File: src/rtl/proc_defs_pkg.sv
// Shared processor definitions: the 6-bit state codes the control unit decodes,
// the opcode values, and helpers used by the sequencer.
package proc_defs_pkg;

    localparam int OPW = 8;

    typedef enum logic [5:0] {
        ST_IDLE   = 6'd0,
        ST_FETCH1 = 6'd1,
        ST_FETCH2 = 6'd2,
        ST_FETCH3 = 6'd3,
        ST_CLAC   = 6'd4,
        ST_LDAC1  = 6'd5,
        ST_LDAC2  = 6'd6,
        ST_LDAC3  = 6'd7,
        ST_STAC1  = 6'd8,
        ST_STAC2  = 6'd9,
        ST_STAC3  = 6'd10,
        ST_MVACR  = 6'd11,
        ST_MVRAC  = 6'd12,
        ST_ADD    = 6'd13,
        ST_MUL    = 6'd14
    } state_t;

    localparam int unsigned OP_CLAC  = 1;
    localparam int unsigned OP_LDAC  = 2;
    localparam int unsigned OP_STAC  = 3;
    localparam int unsigned OP_MVACR = 4;
    localparam int unsigned OP_MVRAC = 5;
    localparam int unsigned OP_ADD   = 6;
    localparam int unsigned OP_MUL   = 7;
    localparam int unsigned OP_ENDOP = 8;

    // States that retire an instruction: they pulse instr_done and sit at a boundary.
    function automatic logic is_last_exec(input state_t s);
        case (s)
            ST_CLAC, ST_LDAC3, ST_STAC3, ST_MVACR,
            ST_MVRAC, ST_ADD, ST_MUL: is_last_exec = 1'b1;
            default:                  is_last_exec = 1'b0;
        endcase
    endfunction

endpackage

File: src/rtl/opcode_decoder.sv
// Combinational opcode decode: maps the opcode arriving at IR to the first
// execute state, flagging values that are not part of the instruction set.
module opcode_decoder
    import proc_defs_pkg::*;
#(
    parameter int OPW = proc_defs_pkg::OPW
) (
    input  logic [OPW-1:0] ir_next,
    output state_t         next_state,
    output logic           legal
);

    // ENDOP is legal but lands in idle, which the sequencer tells apart via legal.
    always_comb begin
        next_state = ST_IDLE;
        legal      = 1'b1;
        case (ir_next)
            OPW'(OP_CLAC):  next_state = ST_CLAC;
            OPW'(OP_LDAC):  next_state = ST_LDAC1;
            OPW'(OP_STAC):  next_state = ST_STAC1;
            OPW'(OP_MVACR): next_state = ST_MVACR;
            OPW'(OP_MVRAC): next_state = ST_MVRAC;
            OPW'(OP_ADD):   next_state = ST_ADD;
            OPW'(OP_MUL):   next_state = ST_MUL;
            OPW'(OP_ENDOP): next_state = ST_IDLE;
            default: begin
                next_state = ST_IDLE;
                legal      = 1'b0;
            end
        endcase
    end

endmodule

File: src/rtl/state_sequencer.sv
// Instruction-sequencing FSM: fetch, decode, execute, with start/halt handshakes,
// a retired-instruction counter and a sticky illegal-opcode flag.
module state_sequencer
    import proc_defs_pkg::*;
#(
    parameter int OPW  = proc_defs_pkg::OPW,
    parameter int CNTW = 16
) (
    input  logic            clock,
    input  logic            reset_n,
    input  logic            start,
    input  logic            halt_req,
    input  logic [OPW-1:0]  ir_next,
    output logic [5:0]      state,
    output logic            busy,
    output logic            instr_done,
    output logic            illegal,
    output logic [CNTW-1:0] instr_count
);

    state_t cur;
    state_t dec_state;
    logic   dec_legal;

    opcode_decoder #(.OPW(OPW)) u_decoder (
        .ir_next    (ir_next),
        .next_state (dec_state),
        .legal      (dec_legal)
    );

    assign state = cur;

    // busy and instr_done are computed from the state being entered so they
    // line up with the registered state code rather than trailing it.
    always_ff @(posedge clock) begin
        if (!reset_n) begin
            cur         <= ST_IDLE;
            busy        <= 1'b0;
            instr_done  <= 1'b0;
            illegal     <= 1'b0;
            instr_count <= '0;
        end else begin
            instr_done <= 1'b0;
            case (cur)
                ST_IDLE: begin
                    if (start && !illegal) begin
                        cur  <= ST_FETCH1;
                        busy <= 1'b1;
                    end
                end
                ST_FETCH1: cur <= ST_FETCH2;
                ST_FETCH2: cur <= ST_FETCH3;
                ST_FETCH3: begin
                    cur        <= dec_state;
                    instr_done <= is_last_exec(dec_state);
                    if (dec_state == ST_IDLE) begin
                        busy <= 1'b0;
                        if (dec_legal) begin
                            instr_count <= instr_count + 1'b1;
                        end else begin
                            illegal <= 1'b1;
                        end
                    end
                end
                ST_LDAC1: cur <= ST_LDAC2;
                ST_LDAC2: begin
                    cur        <= ST_LDAC3;
                    instr_done <= 1'b1;
                end
                ST_STAC1: cur <= ST_STAC2;
                ST_STAC2: begin
                    cur        <= ST_STAC3;
                    instr_done <= 1'b1;
                end
                ST_CLAC, ST_LDAC3, ST_STAC3, ST_MVACR,
                ST_MVRAC, ST_ADD, ST_MUL: begin
                    instr_count <= instr_count + 1'b1;
                    if (halt_req) begin
                        cur  <= ST_IDLE;
                        busy <= 1'b0;
                    end else begin
                        cur <= ST_FETCH1;
                    end
                end
                default: begin
                    cur  <= ST_IDLE;
                    busy <= 1'b0;
                end
            endcase
        end
    end

endmodule
File: config.mk
export PLATFORM = sky130hd
export DESIGN_NAME = state_sequencer
export DESIGN_NICKNAME = d
export VERILOG_FILES = /design/src/rtl/proc_defs_pkg.sv /design/src/rtl/opcode_decoder.sv /design/src/rtl/state_sequencer.sv
export SDC_FILE = /design/constraint.sdc
export NUM_CORES = 1
export LEC_CHECK = 0
export ABC_AREA = 1
export BUFFER_PORTS_ARGS = -buffer_cell sky130_fd_sc_hd__buf_2
export CAP_MARGIN = 20
export CORE_UTILIZATION = 50
export DETAILED_ROUTE_END_ITERATION = 8
export GPL_TIMING_DRIVEN = 0
export PLACE_DENSITY = 0.75
export SLEW_MARGIN = 0
export SYNTH_ARGS = -nofsm -noshare
export SYNTH_HDL_FRONTEND = slang
export SYNTH_SLANG_ARGS = --single-unit
File: constraint.sdc
create_clock -name clock -period 1.6 [get_ports clock]
set_input_delay 0.16 -clock clock [delete_from_list [all_inputs] [get_ports clock]]
set_output_delay 0.16 -clock clock [all_outputs]
set_load 0.005 [all_outputs]
Word-level counts from Yosys, hierarchy flattened
Cells that the tools add are included.
- bits of input ports: 12
- output and inout bits: 25
- register bits: 25
- reductions and logical operators: 13
- eq/ne operators: 33
- bitwise operators: 2
- muxes and demuxes: 14
- $add $sub $neg: 1
- operator list (cell ; count):
    $eq A6 B4 Y1 const B ; 12
    $pmux W6 S9 ; 1
    $eq A6 B3 Y1 const B ; 6
    $eq A8 B3 Y1 const B ; 4
    $mux W16 ; 2
    $pmux W16 S2 ; 1
    $pmux W4 S7 ; 1
    $add A16 B1 Y16 const B ; 1
    $eq A8 B2 Y1 const B ; 2
    $reduce_or A7 Y1 ; 2
    $eq A6 B2 Y1 const B ; 2
    $logic_not A6 Y1 ; 2
    $eq A8 B1 Y1 const B ; 1
    $eq A8 B4 Y1 const B ; 1
    $ne A2 B2 Y1 const B ; 4
    $reduce_or A8 Y1 ; 1
    $eq A6 B1 Y1 const B ; 1
    $mux W1 ; 6
    $mux W6 ; 1
    $reduce_and A3 Y1 ; 2
    $reduce_or A6 Y1 ; 1
    $pmux W1 S4 ; 1
    $reduce_and A4 Y1 ; 1
    $not A1 Y1 ; 2
    other kinds (5) ; 5

Longest topological paths before layout
- depth after elaboration: 6
- mapped depth: 9

Hierarchy
From an unflattened synthesis, not the netlist that was laid out.
- cell total of the unflattened synthesis: 274
- area, all modules: 1711.6 sq um
- modules (own cells, without submodules) (module ; sequential area each (sq um) ; instances ; area each (sq um) ; cells an instance):
    state_sequencer ; 500.5 ; 1 ; 1569.0 ; 243
    opcode_decoder ; 0.0 ; 1 ; 142.6 ; 31

Least setup slack after synthesis
No wires, ideal clock.
- path type: register to register
- start point: reg instr_count[0]
- end point: reg instr_count[6]
- period minus slack after synthesis: 1.428 ns
- cell stages (with the launch flop): 7
- slack: 0.172 ns
- path buffers: 0
- arrival time: 1.360 ns
- required time: 1.532 ns
- path through: dfxtp_1 > ha_1 > nand3_1 > nor2_1 > xor2_1 > nand4_1 > a21oi_2
- longest elaborated chain between the ends: 4
- RTL lines (element ; RTL line ; text):
    start: declaration ; state_sequencer.sv:18 ; output logic [CNTW-1:0] instr_count
    start signal: assignment ; state_sequencer.sv:59 ; instr_count <= instr_count + 1'b1;
    start signal: assignment ; state_sequencer.sv:77 ; instr_count <= instr_count + 1'b1;
    $add A16 B1 Y16 (*) ; state_sequencer.sv:59, state_sequencer.sv:77 ;
    $mux W16 ; state_sequencer.sv:58 ; if (dec_legal) begin
    $mux W16 ; state_sequencer.sv:56 ; if (dec_state == ST_IDLE) begin
    $pmux W16 S2 (*) ; state_sequencer.sv:44 ; case (cur)
Every way passes the cells marked *; elsewhere a longest branch is shown, timed or not. The select of a mux whose other input is x is not followed.
A chain may end at the register's enable or synchronous reset.

Final worst setup path
- start point: reg cur[3] (netlist: state[3])
- end point: reg instr_count[5]
- longest elaborated chain between the ends: 4
- elaborated cells between the ends (all ways): 14
- RTL lines (element ; RTL line ; text):
    start: declaration ; state_sequencer.sv:21 ; state_t cur;
    start signal: assignment ; state_sequencer.sv:54 ; cur <= dec_state;
    $eq A6 B3 Y1 / $eq A6 B4 Y1 (equally long branches) ; state_sequencer.sv:44 ;
    $reduce_or A7 Y1 ; state_sequencer.sv:44 ;
    $reduce_bool A2 Y1 (no line) ; -- ;
    $reduce_and A3 Y1 (no line) ; -- ;
Several ways; a longest one is shown, not always the timed one.

==> results.toml <==
[timing]
clock_skew_after_layout_ns = 0.005830
layout_min_cycle_time_ns = 1.515
finalMaxSlewViolations = 0
tightest_slew_ns = 0.5547
max_freq_mhz = 660.3
setup_viol_count_final = 0
slew_headroom_pct = 63.02
timing.final.hold_violations = 0
final.period_utilization_pct = 94.66

[logic_synthesis]
synth.cells.most_frequent = "nand2_1 (72), nor2_1 (29), dfxtp_1 (23), nand4_1 (23), a21oi_1 (20)"
area_of_the_mapped_netlist_sq_mm = 0.001592
yosysWarningCount = 0
ys_dominant_reg_cell = "dfxtp_1"
netlist-cell-type-count = 34
postSynth.asyncResetShare_pct = 0
synthMostInstantiatedCell = "nand2_1"
synth_largest_type_area_fraction_pct = 28.93
synth.largest_area_cell = "dfxtp_1"
postSynthCellCount = 241
syn_area_per_cell_sq_um = 6.604
synth_edf_count = 0
yosys-top-cells-area = "dfxtp_1 (29%), nand2_1 (17%), nand4_1 (9.0%)"
yosysSeqAreaShare_pct = 28.93
yosys_register_bits = 23

[placement]
place_congestion = 0.9065
place.detailed.instances = 320
dp_hpwl_mm = 2.828
port_buffers = 34

[critical_path]
critical_path_buffer_and_inverter_count = 2
worst_setup_path_start_kind = "flop"
worst_ep_required_time_ns = 1.79
cp-end-kind = "flop"
crit_path_kind = "reg2reg"
worst_setup_path_startpoint = "state[3]"
cp_slowest_cell = "dfxtp_1"
worstReg2RegStart = "state[3]"
crit_family = "simple AND/OR/NAND/NOR gates"
crit_path_max_incr_delay_ns = 0.39
r2r_setup_slack_ns = 0.09
cp_data_arrival_time_ns = 1.71
path_max_fanout = 10
crit_chain = "inv_2 -> nand2_4 -> nor2_8 -> nand3_4 -> buf_2 -> nand4_1 -> a21oi_1"

[pwr]
power.ir.vdd_worst_uv = 324.7
power_density_mw_per_mm2 = 588.2
p_leak_nw = 0.7857

[global_routing]
grt_remaining_overflow = 0
grt_max_degree = 13
grt_pass1_vias = 1400
gr-usage-all-layers_pct = 23.96
grt_pass1_wl_mm = 6.272
grt_antenna_before_repair = 0

[clocking]
numClockSinks = 23
clk-insertion-delay-late_ns = 0.32
cts-root-buf = "clkbuf_4"
cts_made_buffers = 3
clk_pin_slew_ns = 0.13
ctsLongestPathBuffers = 2
clock_tree_from_tritoncts = "built"
clock_tree.htree_level_count = 1

[drt]
drt_first_iter_violations = 63
remaining_drc_errors = 0
dr_total_vias = 1731
drt-total-wl_mm = 3.843
vias_per_cell = 5.294
routedWlPerCell_um = 11.75
ant_nets = 0
detail_route.first_pass.iterations = 4

[die]
initial_core_util_pct = 52.56
die_area_sq_mm = 0.003413
fp-row-count = 20
chipHeight_um = 58.42
ioPinCount = 37
core_region_area_sq_mm = 0.003028
fp.dieW_um = 58.42

[job]
max_cap_violations = 0

[status]
result_of_the_run = "finished clean"

[final_layout]
area_delta_synth_final_pct = 18.71
fraction_of_final_layout_cells_sized_beyond_drive_strength_1_pct = 25.09
antenna_cells_inserted = 0
stdcell_count = 327
fin_util_pct = 62.40
final_nets = 297

[hold_path]
hold_class = "in2reg"
worst_hold_startpoint = "reset_n"
-- through the flow --
step | setup TNS, ns | hold WS, ns | instance area [sq um] | setup WS [ns] | total power [W]
after floorplan | 0 | 0.3260 | 1595 | 0.1721 | 0.0007648
after global placement | 0 | 0.4517 | 1821 | 0.008535 | 0.0008296
after detailed placement | -0.02963 | 0.4596 | 1821 | -0.01899 | 0.0008320
after CTS | 0 | 0.1098 | 1848 | 0.01532 | 0.001108
after global routing | -0.01094 | 0.1194 | 1889 | -0.007280 | 0.001167
final | 0 | 0.1053 | 1889 | 0.08549 | 0.001111
-- worst register-to-register path, stage by stage (launching register included) --
cell	delay, ns
dfxtp_1	0.39
inv_2	0.13
nand2_4	0.08
nor2_8	0.18
nand3_4	0.18
buf_2	0.25
nand4_1	0.12
a21oi_1	0.07
-- cell type report --
cell class | instances | area (sq um)
plain buffers | 8 | 61.31
clock buffers | 4 | 26.28
fillers | 314 | 1139
inverters | 20 | 75.07
multi-input cells | 191 | 1013
flip-flops and latches | 23 | 465.4
well taps | 44 | 55.05
repair buffers | 37 | 192.7
-- layer usage --
| metal | global-route usage (%) | wire length [um] | vias up | share of wire (%) |
|---|---|---|---|---|
| met5 | 0 | 0 | - | 0 |
| met4 | 11.56 | 53 | 0 | 1.4 |
| met3 | 2.198 | 164 | 4 | 4.3 |
| met2 | 34.65 | 1661 | 40 | 43 |
| met1 | 35.55 | 1964 | 785 | 51 |
| li1 | - | - | 902 | - |
-- logic make-up after synthesis --
group / count (synthesis) / synth area share, %
flip-flops: 23 / 28.93
buffers and inverters: 28 / 8.568
AND/OR/NAND/NOR: 149 / 46.62
adder cells (fa/ha/maj): 1 / 0.7860
AO/OA/AOI/OAI: 35 / 12.66
XOR/XNOR: 4 / 2.202
other: 1 / 0.2356
-- worst paths after layout --
check,to,depth (start not counted)
worst max-delay path,instr_count[5],7
worst min-delay path,state[0],3
worst max register to register,instr_count[5],7
worst min register to register,busy,2
-- timing repair --
item,CTS,global route
endpoints found under the setup margin,2,16
buffers inserted,0,3
pin swaps,0,2
gates resized for setup,1,8
hold buffers,0,0
-- sequential cells by signal, summed over array words and instances, names as in the netlist --
name and cells:
instr_count 16, illegal 1, state 4, instr_done 1
busy 1
-- report_power, final --
| part | leakage, nW | total, W | switching (W) | internal (W) |
|---|---|---|---|---|
| sequential | 0.188 | 0.000612 | 0.0000188 | 0.000593 |
| clock | 0.0150 | 0.000279 | 0.000182 | 0.0000975 |
| combinational | 0.583 | 0.000220 | 0.000131 | 0.0000888 |
| total | 0.786 | 0.00111 | 0.000332 | 0.000779 |
-- placed cells by master, fill, tap and decap left out, drive strengths merged, types with 2 or more instances in the layout --
cell type / count
nand3: 13
buf: 44
nand2: 75
nor2: 33
o211ai: 2
o21ai: 7
nand4: 23
clkbuf: 5
xor2: 3
inv: 20
a21oi: 22
nand3b: 4
dfxtp: 23
conb: 2
(Power assumes the default switching activity.)
